`config.mk`:
```
export PLATFORM = sky130hd
export DESIGN_NAME = vrf_wb_queue
export DESIGN_NICKNAME = d
export VERILOG_FILES = /design/src/rtl/vrf_wb_pkg.sv /design/src/rtl/sync_fifo.sv /design/src/rtl/vrf_wb_queue.sv
export SDC_FILE = /design/constraint.sdc
export NUM_CORES = 1
export LEC_CHECK = 0
export BUFFER_PORTS_ARGS = -buffer_cell sky130_fd_sc_hd__buf_2
export CELL_PAD_IN_SITES_DETAIL_PLACEMENT = 1
export CELL_PAD_IN_SITES_GLOBAL_PLACEMENT = 1
export CORE_ASPECT_RATIO = 0.75
export CORE_MARGIN = 2
export CORE_UTILIZATION = 30
export CTS_CLUSTER_DIAMETER = 150
export DETAILED_ROUTE_END_ITERATION = 8
export GPL_ROUTABILITY_DRIVEN = 0
export PLACE_DENSITY = 0.48
export SLEW_MARGIN = 20
export SYNTH_ARGS = -nofsm -noshare
export SYNTH_HDL_FRONTEND = slang
export SYNTH_SLANG_ARGS = --single-unit
export TNS_END_PERCENT = 100
```
`constraint.sdc`:
```
create_clock -name clk -period 7.5 [get_ports clk]
set_clock_uncertainty 0.05 [all_clocks]
set_input_delay 0.375 -clock clk [delete_from_list [all_inputs] [get_ports clk]]
set_output_delay 0.375 -clock clk [all_outputs]
set_load 0.01 [all_outputs]
```
`src/rtl/vrf_wb_pkg.sv`:
```
// Shared types and constants for the VRF writeback queue.
package vrf_wb_pkg;

  localparam int DEF_DEPTH  = 8;
  localparam int DEF_DATA_W = 32;
  localparam int DEF_ADDR_W = 8;

  // The ALU drives this pattern on bubbles; it is never a real result.
  localparam logic [31:0] VALU_INVALID = 32'hDEAD_DEAD;

  typedef enum logic [1:0] {
    IDLE = 2'd0,
    RUN  = 2'd1,
    DONE = 2'd2
  } wbq_state_t;

endpackage

```
`src/rtl/sync_fifo.sv`:
```
// Synchronous FIFO with separate occupancy count so full/empty never alias.
module sync_fifo #(
  parameter  int WIDTH = 40,
  parameter  int DEPTH = 8,
  localparam int PW    = $clog2(DEPTH)
) (
  input  logic             clk,
  input  logic             nrst,
  input  logic             push,
  input  logic             pop,
  input  logic [WIDTH-1:0] wdata,
  output logic [WIDTH-1:0] rdata,
  output logic [PW:0]      count,
  output logic             full,
  output logic             empty
);

  logic [WIDTH-1:0] mem [DEPTH];
  logic [PW-1:0]    wr_ptr;
  logic [PW-1:0]    rd_ptr;
  logic             do_push;
  logic             do_pop;

  assign full    = (count == (PW+1)'(DEPTH));
  assign empty   = (count == '0);
  assign do_push = push && !full;
  assign do_pop  = pop && !empty;
  assign rdata   = mem[rd_ptr];

  always_ff @(posedge clk) begin
    if (!nrst) begin
      wr_ptr <= '0;
      rd_ptr <= '0;
      count  <= '0;
    end else begin
      if (do_push) wr_ptr <= wr_ptr + PW'(1);
      if (do_pop)  rd_ptr <= rd_ptr + PW'(1);
      if (do_push && !do_pop)      count <= count + (PW+1)'(1);
      else if (do_pop && !do_push) count <= count - (PW+1)'(1);
    end
  end

  // Storage is left unreset; the head is masked by empty at the consumer.
  always_ff @(posedge clk) begin
    if (do_push) mem[wr_ptr] <= wdata;
  end

endmodule

```
`src/rtl/vrf_wb_queue.sv`:
```
// Buffers valid ALU results and writes them to the VRF at base+element offsets,
// retiring the vector with a one-cycle done pulse.
module vrf_wb_queue
  import vrf_wb_pkg::*;
#(
  parameter  int DEPTH  = DEF_DEPTH,
  parameter  int DATA_W = DEF_DATA_W,
  parameter  int ADDR_W = DEF_ADDR_W,
  localparam int CW     = $clog2(DEPTH) + 1
) (
  input  logic              clk,
  input  logic              nrst,
  input  logic              start,
  input  logic [7:0]        vl,
  input  logic              in_valid,
  input  logic [DATA_W-1:0] in_data,
  input  logic [ADDR_W-1:0] in_addr,
  output logic              full,
  output logic              vrf_we,
  output logic [ADDR_W-1:0] vrf_waddr,
  output logic [DATA_W-1:0] vrf_wdata,
  input  logic              vrf_wready,
  output logic              busy,
  output logic              done,
  output logic              overflow,
  output logic [CW-1:0]     count
);

  wbq_state_t               state;
  logic [7:0]               vl_q;
  logic [7:0]               push_idx;
  logic [7:0]               wr_cnt;
  logic                     qualify;
  logic                     push;
  logic                     pop;
  logic                     fifo_empty;
  logic [ADDR_W-1:0]        elem_addr;
  logic [DATA_W+ADDR_W-1:0] head;

  assign qualify   = (state == RUN) && in_valid &&
                     (in_data != DATA_W'(VALU_INVALID)) && (push_idx < vl_q);
  assign push      = qualify && !full;
  assign pop       = vrf_we && vrf_wready;
  assign elem_addr = in_addr + ADDR_W'(push_idx);

  assign vrf_we    = !fifo_empty;
  assign vrf_waddr = fifo_empty ? '0 : head[ADDR_W-1:0];
  assign vrf_wdata = fifo_empty ? '0 : head[DATA_W+ADDR_W-1:ADDR_W];
  assign busy      = (state != IDLE);
  assign done      = (state == DONE);

  sync_fifo #(
    .WIDTH (DATA_W + ADDR_W),
    .DEPTH (DEPTH)
  ) u_fifo (
    .clk   (clk),
    .nrst  (nrst),
    .push  (push),
    .pop   (pop),
    .wdata ({in_data, elem_addr}),
    .rdata (head),
    .count (count),
    .full  (full),
    .empty (fifo_empty)
  );

  // Retirement is judged on the write that brings wr_cnt up to vl_q.
  always_ff @(posedge clk) begin
    if (!nrst) begin
      state    <= IDLE;
      vl_q     <= '0;
      push_idx <= '0;
      wr_cnt   <= '0;
      overflow <= 1'b0;
    end else begin
      if (pop) wr_cnt <= wr_cnt + 8'd1;
      if (push) push_idx <= push_idx + 8'd1;
      if (qualify && full) overflow <= 1'b1;

      case (state)
        IDLE: begin
          if (start) begin
            vl_q     <= vl;
            push_idx <= '0;
            wr_cnt   <= '0;
            overflow <= 1'b0;
            state    <= (vl != 8'd0) ? RUN : DONE;
          end
        end
        RUN: begin
          if (pop && (wr_cnt + 8'd1 == vl_q)) state <= DONE;
        end
        DONE:    state <= IDLE;
        default: state <= IDLE;
      endcase
    end
  end

endmodule

```
# --- Yosys cells after proc, flatten, opt, wreduce, memory -nomap -nowiden ---
# Memories as Yosys holds them, arrays and structs flattened. A register that Yosys moved wholly into a read port is not among the register bits.
# Cells that the tools add are included.
word_totals:
  register_bits: 37
  latchBits: 0
  mem_bits_rw: 320
  mem_bits_ro: 0
  inputBits: 53
  out_inout_bits: 49
  elab_cells: 67
  memories: 1
memory_table:
  columns: ["memory", "depth", "word_bits", "rd", "rd_ports_with_merged_regs", "write_ports", "line", "text"]
  rows:
  - ["u_fifo.mem", 8, 40, 1, 1, 1, "sync_fifo.sv:18", "logic [WIDTH-1:0] mem [DEPTH];"]
classes:
  addsub: 7
  n_mul: 0
  div_mod_pow: 0
  n_lt_le_gt_ge: 1
  eq_ne: 7
  shift: 0
  muxes: 21
  bitwise: 0
  reduce_logical: 22
op_table:
  columns: ["operator", "count"]
  rows:
  - ["8-bit 2-to-1 mux", 7]
  - ["32-bit 2-to-1 mux", 1]
  - ["32-bit != test (second input constant)", 1]
  - ["8-bit by 1-bit adder with 8-bit output (second input constant)", 2]
  - ["1-bit logical AND", 11]
  - ["8-bit adder", 1]
  - ["8-bit equality test", 1]
  - ["8-bit < comparator", 1]
  - ["4-bit 2-to-1 mux", 2]
  - ["8-bit nonzero test", 1]
  - ["3-bit by 1-bit adder with 3-bit output (second input constant)", 2]
  - ["2-bit 2-to-1 mux", 3]
  - ["3-bit 2-to-1 mux", 2]
  - ["1-bit 2-to-1 mux", 5]
  - ["4-bit by 1-bit adder with 4-bit output (second input constant)", 1]
  - ["4-bit equality test (second input constant)", 1]
  - ["1-bit zero test", 4]
  - ["4-bit zero test", 1]
  - ["2-bit case mux with 2 select lines", 1]
  - ["2-bit AND reduction", 2]
  - ["2-bit nonzero test", 2]
  - ["4-bit by 1-bit subtractor with 4-bit output (second input constant)", 1]
  - ["2-bit by 1-bit equality test with 1-bit output (second input constant)", 1]
  - ["2-bit equality test (second input constant)", 1]
  - ["3 further kinds", 3]

# --- Longest topological paths before layout ---
# Gate-level depths: netlist of run 1.
logic_depth:
  word_depth: 10
  depth_mapped: 16
  mapped_depth_nobuf: 15

# --- Hierarchy ---
# A second synthesis of run 1 with hierarchy kept.
unflattened:
  cells_unflattened: 821
  hier_area_um2: 14939.3
modules_own_cells:
  columns: ["mod", "n_inst", "cells_each", "area_per_inst_um2", "seq_area_each_um2"]
  rows:
  - ["sync_fifo", 1, 535, 12648.4, 9869.5]
  - ["vrf_wb_queue", 1, 286, 2290.9, 540.5]

# --- Worst setup path after synthesis of run 1 ---
# Ideal clock, no wire load.
synth_path:
  path_kind: "flip-flop to flip-flop"
  startpoint: "register vl_q[5]"
  endpoint: "memory u_fifo.mem[4][0], enable pin"
  setup_ps: 552
  arrival_ps: 5997
  t_required_ps: 6898
  setup_slack_ps: 902
  stages_incl_launch_ff: 9
  path_buffers: 1
  synth_period_minus_slack_ps: 6598
  path_cell_list: "dfxtp_1 inv_1 ha_1 a2111oi_0 o21ai_1 a21oi_4 nand2_4 buf_2 nor4b_1"
synth_between:
  elab_chain_cells: 6
synth_rtl:
  columns: ["item", "line", "text"]
  rows:
  - ["from (decl)", "vrf_wb_queue.sv:30", "logic [7:0] vl_q;"]
  - ["from (signal assigned)", "vrf_wb_queue.sv:83", "vl_q <= vl;"]
  - ["8-bit < comparator", "vrf_wb_queue.sv:41", "(in_data != DATA_W'(VALU_INVALID)) && (push_idx < vl_q);"]
  - ["1-bit logical AND", "vrf_wb_queue.sv:41", null]
  - ["1-bit logical AND", "vrf_wb_queue.sv:42", "assign push = qualify && !full;"]
  - ["1-bit logical AND", "sync_fifo.sv:26", "assign do_push = push && !full;"]
  - ["1-bit 2-to-1 mux", "sync_fifo.sv:45", "if (do_push) mem[wr_ptr] <= wdata;"]
  - ["1-bit 2-to-1 mux (implied by the code)", "sync_fifo.sv:45", null]
  - ["to (decl)", "sync_fifo.sv:18", null]
# No other way between the ends.

# --- Worst setup path after layout of run 1 ---
layout_path:
  startpoint: "register vl_q[5]"
  endpoint: "register u_fifo.count[3]"
layout_between:
  elab_chain_cells: 7
  word_cells_on_any_way: 9
  cone_classes: "1 x order compare; 1 x mux; 7 x reduce/logical"
layout_rtl:
  columns: ["item", "line", "text"]
  rows:
  - ["8-bit < comparator (*)", "vrf_wb_queue.sv:41", null]
  - ["1-bit logical AND (*)", "vrf_wb_queue.sv:41", null]
  - ["1-bit logical AND (*)", "vrf_wb_queue.sv:42", null]
  - ["1-bit logical AND (*)", "sync_fifo.sv:26", null]
  - ["named net u_fifo.do_push", "sync_fifo.sv:21", "logic do_push;"]
  - ["1-bit zero test", "sync_fifo.sv:39", "else if (do_pop && !do_push) count <= count - (PW+1)'(1);"]
  - ["1-bit logical AND", "sync_fifo.sv:39", null]
  - ["2-bit nonzero test (no source line)", null, null]
  - ["to (signal assigned)", "sync_fifo.sv:38", "if (do_push && !do_pop) count <= count + (PW+1)'(1);"]
  - ["to (signal assigned)", "sync_fifo.sv:39", null]
  - ["to (decl)", "sync_fifo.sv:13", "output logic [PW:0] count,"]
# Mark *: on every way through the listed nets, which the timed path passes. The rest lies on a longest branch.
# A chain may end at the register's enable or synchronous reset.

==> flow_metrics.py, run 1 <==
metrics = {
    "floorplan": {
        "io_pins": 102,
        "start_util_pct": 30.26,
        "fp.coreArea_sq_um": 48520,
        "die_area_sq_um": 50740,
        "die_w_um": 259.4,
        "die_h_um": 195.6,
        "num_rows": 70,
    },
    "placed_design": {
        "io_buffer_count": 101,
        "hpwl_mm": 20.71,
    },
    "power": {
        "p_leak_uw": 0.005513,
        "vdd_drop_max_mv": 0.3851,
        "p_per_area_nw_per_um2": 302.6,
        "p_total_uw": 5198,
    },
    "synth": {
        "yosysSeqAreaShare_pct": 70.91,
        "netlist_area_sq_um": 14680,
        "ys_ff_latch": 360,
        "async_flop_share_pct": 0,
        "synth.distinct_cells": 50,
        "synth_cells": 818,
        "syn_avg_cell_area_sq_um": 17.95,
        "synth_edf_count": 320,
        "synth_ff_type": "edfxtp_1",
        "yosysWarnings": 0,
        "syn_nets": 894,
    },
    "setup_path": {
        "crit_path_start_kind": "flip-flop",
        "critical_path.max_fanout": 15,
        "critPathLaunch": "vl_q[5]$_SDFFE_PN0P_",
        "reg2regPathDepth": 15,
        "cp-end-kind": "flip-flop",
        "critPathKind": "flip-flop to flip-flop",
        "r2r-end": "u_fifo.count[3]$_SDFFE_PN0P_",
        "r2r_slack_ps": 3730,
        "worst_ep_arrival_time_ps": 4160,
        "rr_startpoint": "vl_q[5]$_SDFFE_PN0P_",
        "crit_required_ps": 7890,
    },
    "clock_network": {
        "postCtsHoldBufs": 0,
        "cts_tree": "built",
        "postCtsSetupBuffers": 0,
        "clock_sinks": 360,
        "htreeDepth": 2,
        "ctsLongestPathBuffers": 3,
        "clock_latency_ps": 520,
        "ctsResizeCount": 0,
        "numCtsBuffers": 38,
        "clock-root-buffer": "clkbuf_16",
        "cts.clk_slew.worst_paths_ps": 60,
    },
    "route": {
        "drt_first_pass_iters": 4,
        "drtIter0Drc": 508,
        "drt-total-wl_mm": 36.49,
        "avgViaCountPerCell": 4.804,
        "vias": 7739,
        "postRouteAntennaNets": 0,
        "wl_per_cell_um": 22.65,
        "drc": 0,
    },
    "global_route": {
        "antenna_found_initial": 0,
        "track_usage_pct": 14.65,
        "grt_max_degree": 45,
        "grt_overflow": 0,
        "first_global_vias": 8470,
        "grt_pass1_wl_mm": 55.40,
    },
    "timing": {
        "setup_viol": 0,
        "drv_slew": 0,
        "finalSetupTns_ps": 0,
        "rsz0062_at_grt": "false",
        "worst_slew_pin_slew_ps": 974.9,
        "max_freq_mhz": 265.3,
        "slew_headroom_pct": 35.01,
        "finalCritPeriodShare_pct": 50.26,
        "period_needed_ps": 3770,
        "finalHoldViolations": 0,
    },
    "cells_and_area": {
        "drive_gt1_share_pct": 27.52,
        "antenna_cells": 0,
        "syn_to_final_growth_pct": 16.98,
        "nets": 1014,
        "final_cell_mix": "edfxtp_1, buf_2, mux4_2",
        "final_common_cell": "edfxtp_1",
    },
    "min_path": {
        "hold-path-cell-count": 3,
        "worst_hold_path.endpoint": "vl_q[4]$_SDFFE_PN0P_",
        "min_from": "vl[4]",
        "hold_path.class": "input pin to flip-flop",
    },
    "run": {
        "cap_violations": 0,
    },
    "run_status": {
        "status": "finished clean",
    },
}
[routing by layer]
layer / GRT usage (%) / up-vias / wire, um
met3: 2.440 / 46 / 1229
li1: - / 3477 / -
met5: 0 / - / 0
met2: 22.99 / 117 / 16670
met1: 21.25 / 4099 / 17920
met4: 3.448 / 0 / 680
[logic make-up (layout without fill, tap and decap cells)]
logic type | Yosys count | count (layout) | synth area share [%]
AO/OA/AOI/OAI | 52 | 52 | 2.548
XOR/XNOR | 29 | 29 | 1.730
adder cells (fa/ha/maj) | 23 | 23 | 2.062
buffers and inverters | 58 | 203 | 1.568
flip-flops | 360 | 360 | 70.91
multiplexers | 123 | 123 | 15.20
AND/OR/NAND/NOR | 173 | 173 | 5.983
[layout make-up]
type | count | area [sq um]
clock buffers | 46 | 1002
clock inverters | 19 | 137.6
fillers | 4907 | 31350
inverters | 20 | 75.07
multi-input cells | 400 | 4096
flip-flops and latches | 360 | 10420
well taps | 648 | 810.8
repair buffers | 118 | 633.1
[state kept, by name (all words and copies together) (netlist names), named ones only]
| signal | cells |
|---|---|
| u_fifo.wr_ptr | 3 |
| u_fifo.rd_ptr | 3 |
| u_fifo.mem | 320 |
| u_fifo.count | 4 |
| vl_q | 8 |
| state | 2 |
| overflow | 1 |
| push_idx | 8 |
| wr_cnt | 8 |
[worst max-delay path, stage by stage, from the launching register on]
cell and delay [ps]:
dfxtp_1 440, inv_1 120, ha_1 340, a2111oi_0 440, o21ai_1 210, a21oi_4 280, nand2_4 190, inv_1 130
ha_1 190, inv_1 90, ha_1 270, a21o_1 170, a21oi_1 190, xnor2_1 90, or3_1 300, a21boi_0 180
[how the worst max path moves through the flow]
stage	slack, ps	endpoint
2_1_floorplan	900	u_fifo.mem[4][0]$_DFFE_PP_
3_3_place_gp	3650	u_fifo.count[3]$_SDFFE_PN0P_
3_5_place_dp	3540	u_fifo.count[3]$_SDFFE_PN0P_
4_1_cts	3650	u_fifo.count[3]$_SDFFE_PN0P_
5_1_grt	3390	u_fifo.count[3]$_SDFFE_PN0P_
6_report	3730	u_fifo.count[3]$_SDFFE_PN0P_
[report_power, final]
group	leakage, uW	switching [uW]	total, uW	internal [uW]
Sequential	0.00321	92.2	2320	2230
Clock	0.000563	758	1770	1020
Combinational	0.00174	600	1110	507
[synthesized netlist by cell type, types with 7 or more instances]
cell      instances  area [sq um]
o21ai_0          10         50.05
buf_2            10         50.05
edfxtp_1        320          9609
nand4b_1          7         61.31
a21oi_1           9         45.04
mux2i_1          43         430.4
nor3_1            7         35.03
clkbuf_1         26         97.59
and2_1           10         62.56
a21boi_0         11         82.58
xor2_1           11         96.34
nor2_1           63         236.5
ha_1             21         262.8
xnor2_1          18         157.7
dfxtp_1          40         800.8
inv_1            18         67.56
mux4_2           80          1802
nand2_1          34         127.6
nand3_1          13         65.06
[metrics by stage]
| stage | setup slack [ps] | area (sq um) | hold slack [ps] | utilization (%) | std cells |
|---|---|---|---|---|---|
| CTS | 3654 | 17170 | 46.24 | 35.39 | 1611 |
| global placement | 3651 | 16030 | 422.9 | 33.05 | 1546 |
| detailed placement | 3536 | 16030 | 439.8 | 33.05 | 1546 |
| global route | 3390 | 17170 | 63.62 | 35.39 | 1611 |
| finish | 3730 | 17170 | 67.95 | 35.39 | 1611 |
| floorplan | 901.8 | 14680 | 414.3 | - | 818 |
(Power assumes the default switching activity.)
==> inputs of run 2 (changes only) <==
--- a/config.mk
+++ b/config.mk
@@ -14,7 +14,7 @@
 export CTS_CLUSTER_DIAMETER = 150
 export DETAILED_ROUTE_END_ITERATION = 8
 export GPL_ROUTABILITY_DRIVEN = 0
-export PLACE_DENSITY = 0.48
+export PLACE_DENSITY = 0.5
 export SLEW_MARGIN = 20
 export SYNTH_ARGS = -nofsm -noshare
 export SYNTH_HDL_FRONTEND = slang
==> constraint.sdc (replaced) <==
create_clock -name clk -period 3.32 [get_ports clk]
set_clock_uncertainty 0.05 [all_clocks]
set_input_delay 0.166 -clock clk [delete_from_list [all_inputs] [get_ports clk]]
set_output_delay 0.166 -clock clk [all_outputs]
set_load 0.01 [all_outputs]
==> flow_metrics.py, run 2 (synthesis gave the netlist of run 1 again) <==
metrics = {
    "timing": {
        "drv_slew": 0,
        "finalHoldViolations": 0,
        "worst_slew_pin_slew_ps": 731.3,
        "finalCritPeriodShare_pct": 92.49,
        "rsz0062_at_grt": "false",
        "slew_headroom_pct": 50.89,
        "period_needed_ps": 3071,
        "setup_viol": 0,
        "max_freq_mhz": 325.6,
    },
    "global_route": {
        "track_usage_pct": 14.22,
        "antenna_found_initial": 0,
        "grt_overflow": 0,
        "grt_max_degree": 41,
        "first_global_vias": 8496,
        "grt_pass1_wl_mm": 53.92,
    },
    "setup_path": {
        "r2r-end": "u_fifo.mem[5][37]$_DFFE_PP_",
        "critPathLaunch": "in_data[21]",
        "critPathMaxStageDelay_ps": 650,
        "crit_path_start_kind": "input pin",
        "reg2regPathDepth": 9,
        "crit_required_ps": 3730,
        "r2r_slack_ps": 290,
        "rr_startpoint": "vl_q[4]$_SDFFE_PN0P_",
        "critPathKind": "input pin to flip-flop",
        "worst_ep_arrival_time_ps": 3480,
        "crit_slowest_cell": "nor4_2",
        "cp-end-kind": "flip-flop",
        "critical_path.max_fanout": 9,
        "crit_path_cell_trace": "dlygate4sd3_1 -> buf_2 -> nand4bb_1 -> nor4_2 -> a221oi_4 -> nand2_4 -> inv_1 -> ha_1 -> inv_1 -> ha_1 -> a21o_1 -> a21oi_1 -> xnor2_1 -> or3_1 -> a21boi_0",
        "endpoint": "u_fifo.count[3]$_SDFFE_PN0P_",
    },
    "clock_network": {
        "ctsLongestPathBuffers": 3,
        "cts.clk_slew.worst_paths_ps": 60,
        "numCtsBuffers": 39,
        "clock_latency_ps": 530,
        "cts_tree": "built",
        "clock_sinks": 360,
        "htreeDepth": 2,
        "clock-root-buffer": "clkbuf_16",
    },
    "route": {
        "avgViaCountPerCell": 4.705,
        "postRouteAntennaNets": 0,
        "wl_per_cell_um": 20.97,
        "drc": 0,
        "drt_first_pass_iters": 4,
        "drt-total-wl_mm": 35.32,
        "vias": 7923,
        "drtIter0Drc": 443,
    },
    "run": {
        "cap_violations": 0,
    },
    "floorplan": {
        "die_w_um": 259.4,
        "num_rows": 70,
        "die_h_um": 195.6,
        "io_pins": 102,
        "start_util_pct": 30.26,
        "fp.coreArea_sq_um": 48520,
        "die_area_sq_um": 50740,
    },
    "power": {
        "p_per_area_nw_per_um2": 665.3,
        "vdd_drop_max_mv": 0.3925,
        "p_total_uw": 12030,
        "p_leak_uw": 0.005879,
    },
    "run_status": {
        "status": "finished clean",
    },
    "placed_design": {
        "hpwl_mm": 21.77,
        "io_buffer_count": 101,
    },
    "cells_and_area": {
        "nets": 1083,
        "final_util_pct": 37.28,
        "syn_to_final_growth_pct": 23.21,
        "final_common_cell": "edfxtp_1",
        "final_cell_mix": "edfxtp_1, buf_2, mux4_2",
        "fillerInstances": 4870,
        "drive_gt1_share_pct": 29.54,
        "largest_reg_flops": 320,
        "regMostFlops": "u_fifo.mem",
        "antenna_cells": 0,
    },
    "min_path": {
        "hold_path.class": "input pin to flip-flop",
    },
}
run 2: cell types whose count changed in the layout (fill, tap and decap cells not counted), sizes merged:
| cell | previous run | this run |
|---|---|---|
| dlygate4sd3 | 0 | 42 |
| clkinvlp | 0 | 3 |
| bufinv | 2 | 3 |
| inv | 21 | 23 |
| buf | 118 | 144 |
| clkbuf | 46 | 48 |
| clkinv | 16 | 13 |
run 2: through the flow:
step	setup TNS (ps)	hold slack, ps	worst slack [ps]	instances	cell area (sq um)
final	0	40.61	249.2	1684	18090
after global routing	0	55.30	42.16	1684	18090
after CTS	0	17.63	27.72	1683	18080
after detailed placement	-157.1	395.4	-157.1	1571	16430
after global placement	-29.47	388.0	-29.47	1571	16430
after floorplan	-65930	214.9	-386.0	818	14810
run 2: timing repair:
action,4_1_cts,5_1_grt
setup buffers,0,1
hold buffers,42,0
gates resized for setup,0,1
endpoints found under the setup margin,0,32
hold endpoints to repair,266,0
run 2: worst min path at each step:
| stage | to | slack [ps] | start | cells past startpoint |
|---|---|---|---|---|
| global route | vl_q[5]$_SDFFE_PN0P_ | 60 | nrst | 2 |
| finish | vl_q[5]$_SDFFE_PN0P_ | 40 | nrst | 2 |
| detailed placement | vl_q[0]$_SDFFE_PN0P_ | 400 | vl[0] | 3 |
| CTS | u_fifo.count[3]$_SDFFE_PN0P_ | 20 | nrst | 2 |
| floorplan | u_fifo.mem[0][10]$_DFFE_PP_ | 210 | in_data[2] | 0 |
| global placement | vl_q[0]$_SDFFE_PN0P_ | 390 | vl[0] | 3 |
run 2: routing by layer:
metal	track usage, %	vias to the layer above	share of wire, %
met3	2.479	44	3.2
met4	3.065	0	1.5
met1	20.81	4133	49
met2	22.13	127	46
met5	0	-	0
li1	-	3619	-
run 2: worst max-delay path: cells and delay by family:
| kind | cells | cell delay (ps) |
|---|---|---|
| XOR/XNOR | 1 | 100 |
| AO/OA/AOI/OAI | 4 | 660 |
| buffers and inverters | 4 | 960 |
| AND/OR/NAND/NOR | 4 | 1200 |
| adder cells (fa/ha/maj) | 2 | 410 |
run 2: report_power, final:
part           switching [uW]  internal, uW  total, uW  leakage (uW)
sequential                197          5030       5220       0.00321
clock                    1770          2440       4200      0.000591
combinational            1350          1260       2610       0.00208
run 2: final cells by class:
class                   instances  area, sq um  share of cell area (%)
well taps                     648        810.8                   4.482
clock inverters                22        209.0                   1.155
flip-flops and latches        360        10420                   57.62
inverters                      20        75.07                  0.4150
multi-input cells             400         4203                   23.23
clock buffers                  48         1020                   5.637
repair buffers                186         1349                   7.456
==> inputs of run 3 (changes only) <==
--- a/config.mk
+++ b/config.mk
@@ -5,6 +5,7 @@
 export SDC_FILE = /design/constraint.sdc
 export NUM_CORES = 1
 export LEC_CHECK = 0
+export ABC_AREA = 1
 export BUFFER_PORTS_ARGS = -buffer_cell sky130_fd_sc_hd__buf_2
 export CELL_PAD_IN_SITES_DETAIL_PLACEMENT = 1
 export CELL_PAD_IN_SITES_GLOBAL_PLACEMENT = 1
@@ -14,7 +15,7 @@
 export CTS_CLUSTER_DIAMETER = 150
 export DETAILED_ROUTE_END_ITERATION = 8
 export GPL_ROUTABILITY_DRIVEN = 0
-export PLACE_DENSITY = 0.5
+export PLACE_DENSITY = 0.52
 export SLEW_MARGIN = 20
 export SYNTH_ARGS = -nofsm -noshare
 export SYNTH_HDL_FRONTEND = slang
==> flow_metrics.py, run 3 <==
metrics = {
    "setup_path": {
        "critPathKind": "flip-flop to flip-flop",
        "worst_ep_arrival_time_ps": 3400,
        "crit_path_start_kind": "flip-flop",
        "crit_slowest_cell": "dfxtp_1",
        "cp-end-kind": "flip-flop",
        "crit_required_ps": 3720,
        "crit_path_cell_trace": "inv_1 -> ha_1 -> a21oi_1 -> o21a_1 -> nand2_2 -> nor2_4 -> nand2_4 -> inv_2 -> ha_1 -> inv_1 -> ha_1 -> a21o_1 -> a21oi_1 -> nor2_1 -> nor2_1 -> nand2_1 -> o21ai_0 -> a21oi_1",
        "critical_path.max_fanout": 11,
        "critPathMaxStageDelay_ps": 320,
    },
    "cells_and_area": {
        "drive_gt1_share_pct": 16.41,
        "final_cell_mix": "edfxtp_1, nor2_1, o21ai_0",
        "largest_reg_flops": 320,
        "regMostFlops": "u_fifo.mem",
        "syn_to_final_growth_pct": 20.69,
        "final_common_cell": "edfxtp_1",
        "nets": 1539,
        "layout.cells.non_filler": 2151,
    },
    "synth": {
        "synth.distinct_cells": 43,
        "async_flop_share_pct": 0,
        "netlist_area_sq_um": 15120,
        "yosysMostFrequentCell": "edfxtp_1",
        "yosysSeqAreaShare_pct": 68.85,
        "syn_avg_cell_area_sq_um": 11.55,
        "synth_area_leaders": "edfxtp_1, nor2_1, o21ai_0, dfxtp_1, nand2_1",
        "synth_edf_count": 320,
        "ys_ff_latch": 360,
        "yosysWarnings": 0,
        "synthTopCellsByCount": "edfxtp_1, nor2_1, o21ai_0, nand2_1, inv_1",
        "synth_cells": 1309,
        "yosysTopAreaCell": "edfxtp_1",
        "synthDominantCellAreaShare_pct": 63.55,
        "syn_nets": 1385,
        "synth_ff_type": "edfxtp_1",
    },
    "floorplan": {
        "fp.coreArea_sq_um": 49930,
        "die_w_um": 263.2,
        "start_util_pct": 30.29,
        "die_area_sq_um": 52230,
        "die_h_um": 198.4,
        "io_pins": 102,
        "num_rows": 71,
    },
    "route": {
        "drt-total-wl_mm": 41.88,
        "drc": 0,
        "vias": 10350,
        "wl_per_cell_um": 19.47,
        "drt_first_pass_iters": 5,
        "avgViaCountPerCell": 4.814,
        "postRouteAntennaNets": 0,
        "drtIter0Drc": 718,
    },
    "timing": {
        "drv_slew": 0,
        "slew_headroom_pct": 47.53,
        "max_freq_mhz": 332.5,
        "rsz0062_at_grt": "false",
        "finalHoldViolations": 0,
        "worst_slew_pin_slew_ps": 787.1,
        "finalCritPeriodShare_pct": 90.58,
        "whs_ps": 31.68,
        "setup_viol": 0,
        "period_needed_ps": 3007,
    },
    "clock_network": {
        "htreeDepth": 2,
        "clock-root-buffer": "clkbuf_16",
        "numCtsBuffers": 40,
        "cts.clk_slew.worst_paths_ps": 60,
        "ctsLongestPathBuffers": 3,
        "cts_tree": "built",
        "clock_sinks": 360,
        "postCtsSetupBuffers": 0,
        "clock_latency_ps": 570,
    },
    "global_route": {
        "track_usage_pct": 16.09,
        "grt_overflow": 0,
        "antenna_found_initial": 2,
        "grt_max_degree": 161,
        "grt_pass1_wl_mm": 64.36,
        "first_global_vias": 10570,
    },
    "placed_design": {
        "hpwl_mm": 24.02,
        "place_inst": 2034,
        "io_buffer_count": 101,
    },
    "min_path": {
        "hold_path.class": "input pin to flip-flop",
    },
    "power": {
        "p_leak_uw": 0.006473,
        "p_per_area_nw_per_um2": 725.2,
        "vdd_drop_max_mv": 0.3560,
        "p_total_uw": 13230,
    },
    "run": {
        "cap_violations": 0,
    },
    "run_status": {
        "status": "finished clean",
    },
}
-- run 3: changes by cell type after synthesis, moves of 11 or more --
| cell | before | now |
|---|---|---|
| o21ai_1 | 2 | 22 |
| o21ai_0 | 10 | 199 |
| nand2_1 | 34 | 75 |
| nand2_2 | 0 | 12 |
| mux4_2 | 80 | 0 |
| inv_1 | 18 | 54 |
| xnor2_1 | 18 | 3 |
| a31oi_1 | 2 | 40 |
| o22ai_1 | 0 | 40 |
| mux2i_1 | 43 | 0 |
| nand3_1 | 13 | 29 |
| a21oi_1 | 9 | 29 |
| nor2_1 | 63 | 294 |
| a21boi_0 | 11 | 0 |
-- run 3: area by class of cell --
cell class              instances  area [sq um]
inverters                      63         239.0
clock buffers                  51          1084
fillers                      5423         31680
flip-flops and latches        360         10420
well taps                     657         822.0
diodes                          1         2.502
multi-input cells             816          4177
repair buffers                182          1324
clock inverters                21         183.9
-- run 3: metrics by stage --
step	TNS, ps	worst slack, ps	cell area [sq um]	util (%)
after detailed placement	0	287.7	16540	33.13
final	0	312.6	18250	36.55
after CTS	0	286.6	18250	36.55
after global placement	0	334.8	16540	33.13
after global routing	0	18.26	18250	36.55
after floorplan	-48290	-228.5	15120	-
-- run 3: power breakdown --
group	total [uW]	leakage, uW	internal (uW)	switching [uW]
logic	3680	0.00264	1230	2450
clock network	4360	0.000628	2490	1870
registers	5200	0.00321	5070	134
total	13200	0.00647	8780	4450
-- run 3: critical path: cells and delay by family (launching register included) --
kind                       cells  cell delay, ps
AOI/OAI and AO/OA              6             820
adders and majority gates      3             770
buffers and inverters          3             250
DFF                            1             320
and+or+nand+nor                6             660
-- run 3: layer usage --
metal,GRT usage (%),share of wire (%)
met5,0,0.026
met1,23.05,50
met2,25.38,45
met4,3.513,1.5
met3,3.058,3.6
-- run 3: repair_timing --
action                                 CTS  global route
hold buffers                            44             0
gates resized for setup                  0             0
endpoints found under the hold margin  269             0
-- run 3: worst paths after layout --
check | startpoint | end | slack [ps] | depth (start not counted)
worst min-delay path | vl[0] | vl_q[0]$_SDFFE_PN0P_ | 30 | 3
worst max-delay path | vl_q[7]$_SDFFE_PN0P_ | u_fifo.count[3]$_SDFFE_PN0P_ | 310 | 18
worst max register to register | vl_q[7]$_SDFFE_PN0P_ | u_fifo.count[3]$_SDFFE_PN0P_ | 310 | 18
worst min register to register | u_fifo.rd_ptr[2]$_SDFFE_PN0P_ | flip-flop | 420 | 2
-- run 3: logic make-up after synthesis --
kind of cell	count (synthesis)	share of synthesized area, %
buffers and inverters	133	3.897
AO/OA/AOI/OAI	347	12.56
AND/OR/NAND/NOR	431	11.82
adder cells (fa/ha/maj)	23	2.002
flip-flops	360	68.85
XOR/XNOR	15	0.8689
